## config.mk

```make
export PLATFORM = sky130hd
export DESIGN_NAME = pipe_stage_reg
export DESIGN_NICKNAME = d
export VERILOG_FILES = /design/src/rtl/pipe_stage_reg.sv
export SDC_FILE = /design/constraint.sdc
export NUM_CORES = 1
export LEC_CHECK = 0
export CORE_MARGIN = 2
export CORE_UTILIZATION = 45
export DETAILED_ROUTE_END_ITERATION = 12
export PLACE_DENSITY_LB_ADDON = 0.08
export REMOVE_ABC_BUFFERS = 1
export SLEW_MARGIN = 20
export SYNTH_ARGS = -nofsm -noshare
export SYNTH_HDL_FRONTEND = slang
export SYNTH_SLANG_ARGS = --single-unit
```

## constraint.sdc

```tcl
create_clock -name CLK -period 2 [get_ports CLK]
set_clock_uncertainty 0.2 [all_clocks]
set_input_delay 0.3 -clock CLK [delete_from_list [all_inputs] [get_ports CLK]]
set_output_delay 0.3 -clock CLK [all_outputs]
set_load 0.02 [all_outputs]
```

## src/rtl/pipe_stage_reg.sv

```systemverilog
`default_nettype none
// ============================================================================
// Module   : pipe_stage_reg
// Purpose  : Elastic inter-stage register with valid/ready handshake and an
//            optional 2-entry skid buffer; flush turns held entries into bubbles.
// Revision : 1.0 - initial release
// ============================================================================
module pipe_stage_reg #(
   parameter int DATA_W = 101,
   parameter int CTRL_W = 6,
   parameter int SKID   = 1
) (
   input  logic              CLK,
   input  logic              nRST,
   input  logic              flush,
   input  logic              in_valid,
   output logic              in_ready,
   input  logic [DATA_W-1:0] in_data,
   input  logic [CTRL_W-1:0] in_ctrl,
   output logic              out_valid,
   input  logic              out_ready,
   output logic [DATA_W-1:0] out_data,
   output logic [CTRL_W-1:0] out_ctrl,
   output logic [1:0]        occupancy
);

   typedef enum logic [1:0] {
      S_EMPTY = 2'd0,
      S_BUSY  = 2'd1,
      S_FULL  = 2'd2
   } state_t;

   state_t              r_state;
   state_t              w_state_nxt;
   logic [DATA_W-1:0]   r_main_data;
   logic [DATA_W-1:0]   w_main_data_nxt;
   logic [CTRL_W-1:0]   r_main_ctrl;
   logic [CTRL_W-1:0]   w_main_ctrl_nxt;
   logic [DATA_W-1:0]   w_skid_data;
   logic [CTRL_W-1:0]   w_skid_ctrl;
   logic                w_skid_load;
   logic                w_skid_clr;
   logic                w_in_fire;
   logic                w_out_fire;

   assign out_valid  = (r_state != S_EMPTY);
   assign out_data   = r_main_data;
   assign out_ctrl   = r_main_ctrl;
   assign occupancy  = r_state;
   assign w_in_fire  = in_valid & in_ready;
   assign w_out_fire = out_valid & out_ready;

   always_ff @(posedge CLK or negedge nRST) begin
      if (!nRST) begin
         r_state     <= S_EMPTY;
         r_main_data <= '0;
         r_main_ctrl <= '0;
      end else begin
         r_state     <= w_state_nxt;
         r_main_data <= w_main_data_nxt;
         r_main_ctrl <= w_main_ctrl_nxt;
      end
   end

   always_comb begin
      w_state_nxt     = r_state;
      w_main_data_nxt = r_main_data;
      w_main_ctrl_nxt = r_main_ctrl;
      w_skid_load     = 1'b0;
      w_skid_clr      = 1'b0;
      // A flushed out_fire needs no action: the consumer already took it.
      if (flush) begin
         w_state_nxt     = S_EMPTY;
         w_main_ctrl_nxt = '0;
         w_skid_clr      = 1'b1;
      end else begin
         case (r_state)
            S_EMPTY: begin
               if (w_in_fire) begin
                  w_state_nxt     = S_BUSY;
                  w_main_data_nxt = in_data;
                  w_main_ctrl_nxt = in_ctrl;
               end
            end
            S_BUSY: begin
               if (w_in_fire && w_out_fire) begin
                  w_main_data_nxt = in_data;
                  w_main_ctrl_nxt = in_ctrl;
               end else if (w_in_fire) begin
                  if (SKID != 0) begin
                     w_state_nxt = S_FULL;
                     w_skid_load = 1'b1;
                  end
               end else if (w_out_fire) begin
                  w_state_nxt     = S_EMPTY;
                  w_main_ctrl_nxt = '0;
               end
            end
            S_FULL: begin
               if (w_out_fire) begin
                  w_state_nxt     = S_BUSY;
                  w_main_data_nxt = w_skid_data;
                  w_main_ctrl_nxt = w_skid_ctrl;
                  w_skid_clr      = 1'b1;
               end
            end
            default: begin
               w_state_nxt     = S_EMPTY;
               w_main_ctrl_nxt = '0;
            end
         endcase
      end
   end

   generate
      if (SKID != 0) begin : g_skid
         logic [DATA_W-1:0] r_skid_data;
         logic [CTRL_W-1:0] r_skid_ctrl;

         always_ff @(posedge CLK or negedge nRST) begin
            if (!nRST) begin
               r_skid_data <= '0;
               r_skid_ctrl <= '0;
            end else if (w_skid_load) begin
               r_skid_data <= in_data;
               r_skid_ctrl <= in_ctrl;
            end else if (w_skid_clr) begin
               r_skid_ctrl <= '0;
            end
         end

         assign w_skid_data = r_skid_data;
         assign w_skid_ctrl = r_skid_ctrl;
         // Pure state decode keeps out_ready off the upstream ready path.
         assign in_ready    = (r_state != S_FULL);
      end else begin : g_no_skid
         logic w_unused_skid;
         assign w_unused_skid = w_skid_load | w_skid_clr;
         assign w_skid_data   = '0;
         assign w_skid_ctrl   = '0;
         assign in_ready      = !out_valid | out_ready;
      end
   endgenerate

endmodule
`default_nettype wire

```

# [Yosys cells after proc, flatten, opt, wreduce, memory -nomap -nowiden]
# Index checks and enable logic that the tools add are counted.
[classes] n_eq_ne=12 muxes=27 n_bitwise=3 n_reduce_logical=8
[ops] operator="101-bit 2-to-1 mux" n=3
[ops] operator="101-bit one-hot mux with 3 select lines" n=1
[ops] operator="6-bit 2-to-1 mux" n=8
[ops] operator="6-bit one-hot mux with 3 select lines" n=1
[ops] operator="2-bit 2-to-1 mux" n=6
[ops] operator="4-bit inequality test (second input constant)" n=3
[ops] operator="3-bit inequality test (second input constant)" n=3
[ops] operator="2-bit inequality test (second input constant)" n=4
[ops] operator="4-bit AND reduction" n=2
[ops] operator="1-bit 2-to-1 mux" n=7
[ops] operator="2-bit one-hot mux with 3 select lines" n=1
[ops] operator="5-bit AND reduction" n=1
[ops] operator="2-bit nonzero test" n=2
[ops] operator="3-bit nonzero test" n=1
[ops] operator="1-bit bitwise AND" n=2
[ops] operator="2-bit by 1-bit equality test with 1-bit output (second input constant)" n=1
[ops] operator="2-bit equality test (second input constant)" n=1
[ops] operator="2-bit logical NOT" n=1
[ops] operator="1-bit logical AND" n=1
[ops] operator="1-bit inverter" n=1
[totals] reg_bits=216 input_bits=112 out_inout_bits=111

# [Depth between registers and ports, before layout]
[logic_depth] depth_word=7 mapped_depth=6 ltp_nobuf=3

# [Least setup slack after synthesis]
# No wires, ideal clock.
[synth_timing] kind="reg-to-reg" start="reg r_state[1] (netlist: occupancy[1])" end="reg r_main_data[0] (netlist: out_data[0])" setup_time_ps=125 t_arrival_ps=1762 required_ps=1675 slack_ps=-87 path_stages_with_launch=6 n_path_buf=2 synth_period_minus_slack_ps=2087 cell_sequence="dfrtp_1 -> nor2b_1 -> buf_2 -> buf_2 -> mux2_2 -> mux2_2"
[synth_between] elab_chain_len=5 elab_cells_between_ends=14 cone_classes="eq/ne (6); mux (1); bitwise (2); reduce/logical (5)"
[synth_lines] element="start: declaration" line_no="33" text="state_t r_state;"
[synth_lines] element="start signal: assignment" line_no="59" text="r_state <= w_state_nxt;"
[synth_lines] element="2-bit inequality test / 2-bit nonzero test (equally long branches)" line_no="135, 46"
[synth_lines] element="1-bit bitwise AND (on tied branches)" line_no="50, 51"
[synth_lines] element="1-bit logical AND" line_no="86" text="if (w_in_fire && w_out_fire) begin"
[synth_lines] element="2-bit inequality test (no line)"
[synth_lines] element="5-bit AND reduction (no line)"
[synth_lines] element="end signal: assignment" line_no="60" text="r_main_data <= w_main_data_nxt;"
[synth_lines] element="end: declaration" line_no="35" text="logic [DATA_W-1:0] r_main_data;"
# Several ways; a longest one is shown, not always the timed one.
# A chain may end at the register's enable or synchronous reset.

# [Final worst setup path]
[layout_timing] start="reg r_state[1] (netlist: occupancy[1])" end="reg g_skid.r_skid_data[37]"
[layout_between] elab_chain_len=6 elab_cells_between_ends=10 cone_classes="eq/ne (2); mux (4); bitwise (2); reduce/logical (2)"
[layout_lines] element="2-bit inequality test / 2-bit nonzero test (equally long branches)" line_no="135, 46"
[layout_lines] element="1-bit bitwise AND (on tied branches)" line_no="50, 51"
[layout_lines] element="1-bit 2-to-1 mux / 1-bit logical AND (equally long branches)" line_no="89, 86"
[layout_lines] element="1-bit 2-to-1 mux" line_no="86"
[layout_lines] element="1-bit 2-to-1 mux (*)" line_no="77" text="case (r_state)"
[layout_lines] element="1-bit 2-to-1 mux (*)" line_no="72" text="if (flush) begin"
[layout_lines] element="end signal: assignment" line_no="125" text="r_skid_data <= in_data;"
[layout_lines] element="end: declaration" line_no="117" text="logic [DATA_W-1:0] r_skid_data;"
# Mark *: on every way between the ends. The rest lies on a longest branch, timed or not.

==> flow_metrics.py <==
metrics = {
    "yosys": {
        "yosysMostFrequentCell": "dfrtp_1",
        "netlist.area_leader.share_pct": 54.9,
        "seq_area_frac_synth_pct": 54.9,
        "synthArstFlopShare_pct": 100,
        "syn_avg_cell_area_um2": 16.3,
        "syn_area_um2": 9840,
        "yosysWarnings": 0,
        "synth_cells": 604,
        "netlist_top_cells_area": "dfrtp_1, mux2_2, mux2_4",
        "ys.flop_type": "dfrtp_1",
        "ys_seq_elements": 216,
        "yosys.area.top_type": "dfrtp_1",
        "synth_edf_count": 0,
        "synthTopCellsByCount": "dfrtp_1, mux2_2, mux2_4, buf_6, buf_2",
        "synth_cell_type_count": 30,
    },
    "critical_path": {
        "r2r-start": "occupancy[1]",
        "r2r_slack_ns": -0.05,
        "crit_start": "occupancy[1]",
        "crit_path_max_fanout": 40,
        "crit_path_end_kind": "flip-flop",
        "start_kind": "flip-flop",
        "worstPathArrival_ns": 2.24,
        "critPathCapture": "g_skid.r_skid_data[37]",
        "required_ns": 2.19,
        "reg2reg_to": "g_skid.r_skid_data[37]",
        "crit_type": "flip-flop to flip-flop",
        "r2r_cells": 5,
    },
    "detailed_routing": {
        "ant_nets": 0,
        "wl_per_cell_um": 20.2,
        "wl_mm": 23.7,
        "via_count": 6117,
        "firstDrtPassIters": 4,
        "vias_per_cell": 5.22,
        "drc": 0,
        "drtIter0Drc": 169,
    },
    "finish": {
        "regArea_um2": 5410,
        "drive_gt1_share_pct": 46.2,
        "stdcell_area_um2": 14000,
        "multi_input_area_um2": 4380,
        "n_fill_cell": 1599,
        "instances_no_fill": 1172,
        "fin_nets": 989,
        "areaGrowthSynthToFinish_pct": 42.5,
    },
    "clock_network": {
        "clk_latency_ns": 0.51,
        "clk_path_buf_depth": 3,
        "clock_sinks": 216,
        "numCtsBuffers": 25,
        "cts_tree": "done",
        "clk_pin_slew_ns": 0.05,
        "cts-root-buf": "clkbuf_16",
        "htree_levels": 1,
    },
    "global_route": {
        "busiest_layer": "met2",
        "grt_overflow": 0,
        "grtUsageMet2_pct": 32.6,
        "grtUsageMet1_pct": 24.4,
        "antenna_found_initial": 1,
        "grt_pass1_wl_mm": 35.9,
        "grtUsageMet3_pct": 4.76,
        "grt_pass1_vias": 6685,
        "grt_max_degree": 53,
        "grt_usage_pct": 19.1,
    },
    "timing": {
        "timing.fmax_mhz": 487,
        "finalWorstSetupSlack_ns": -0.0519,
        "finalSetupTns_ns": -3.10,
        "rsz0062_at_grt": "yes",
        "setup_viol": 110,
        "worst_slew_pin_slew_ns": 0.474,
        "drv_slew": 0,
        "hold_viol": 0,
        "period_share_pct": 103,
        "hold_slack_ns": 0.130,
        "layout_min_cycle_time_ns": 2.05,
        "slew_headroom_pct": 68.4,
    },
    "power_and_ir_drop": {
        "pwr_density_cell_nw_per_um2": 993,
        "vdd_drop_max_mv": 0.580,
        "leakage_uw": 0.00678,
    },
    "placed_design": {
        "postPlaceCellArea_um2": 12700,
        "portBuffers": 222,
        "gp_congestion": 0.777,
        "place_ws_ns": -0.378,
        "dpl.cell_count": 1114,
        "post-dp-hpwl_mm": 15.2,
    },
    "floorplanning": {
        "num_rows": 54,
        "pin_count": 223,
        "chipHeight_um": 152,
        "initial_core_util_pct": 45.5,
        "dieArea_um2": 23100,
        "die_w_um": 152,
        "core-area_um2": 21600,
    },
    "worst_hold_path": {
        "hold_path_class": "input pin to async pin",
    },
    "flow_run": {
        "drv_cap": 0,
    },
    "status": {
        "violations": "setup timing",
        "status": "finished with violations",
    },
}
-- critical path, stage by stage, from the launching register on --
cell and delay [ns]:
dfrtp_2 0.41, buf_6 0.13, nand3b_1 0.18, or3_4 0.42
buf_12 0.24, mux2_4 0.33
-- cell usage in the layout (no fill, tap or decap), drive strengths merged, types with 2 or more instances in the layout --
cell type / n
mux2: 303
dfrtp: 216
clkdlybuf4s50: 131
buf: 58
dlygate4sd2: 48
clkbuf: 43
dlymetal6s2s: 40
a22o: 12
mux2i: 7
o2bb2ai: 6
clkinv: 3
nor2: 2
a211oi: 2
inv: 2
or2: 2
-- metal layers --
layer | share of wire (%) | wire length (um)
met1 | 44 | 10400
met2 | 49 | 11600
met3 | 5.5 | 1310
met4 | 1.8 | 437
met5 | 0 | 0
-- report_power, final --
| part | total (uW) | leakage (uW) | switching (uW) | internal (uW) |
|---|---|---|---|---|
| Sequential | 5990 | 0.00261 | 569 | 5420 |
| Combinational | 3770 | 0.00380 | 1500 | 2270 |
| Clock | 4170 | 0.000369 | 1710 | 2470 |
-- registers in the layout, summed over array words and instances (netlist names) --
signal / cells
occupancy: 2
out_ctrl: 6
out_data: 101
g_skid.r_skid_data: 101
g_skid.r_skid_ctrl: 6
-- how the worst min path moves through the flow --
stage	cells after the start	from	endpoint
floorplan	0	nRST	g_skid.r_skid_ctrl[0]
global placement	1	nRST	out_data[83]
detailed placement	1	nRST	out_data[22]
CTS	2	nRST	out_data[14]
global route	2	nRST	out_data[78]
finish	2	nRST	out_data[14]
-- cell type report --
cell class	instances	area share, %
multi-input cells	349	31.2
diodes	1	0.0178
well taps	280	2.50
flip-flops and latches	216	38.6
inverters	1	0.0446
clock inverters	4	0.170
clock buffers	37	5.14
repair buffers	284	22.3
-- stage by stage --
stage	total power, uW	util (%)
after global routing	14600	64.9
after floorplan	8080	-
after detailed placement	9780	58.7
after global placement	9630	58.7
final	13900	64.9
after CTS	13900	62.3
-- what timing repair did --
item / 4_1_cts / 5_1_grt
gates cloned: 1 / 6
setup buffers: 3 / 5
pin swaps: 0 / 1
hold buffers: 1 / 0
endpoints found under the hold margin: 197 / 0
setup endpoints to repair: 113 / 247
gates resized for setup: 70 / 116
-- logic make-up after synthesis --
kind of cell           share of synthesized area, %
multiplexers                                   38.8
flip-flops                                     54.9
buffers and inverters                          3.15
AO/OA/AOI/OAI                                  2.12
AND/OR/NAND/NOR                               0.979
Note: power is estimated with default switching activity, not from simulation.
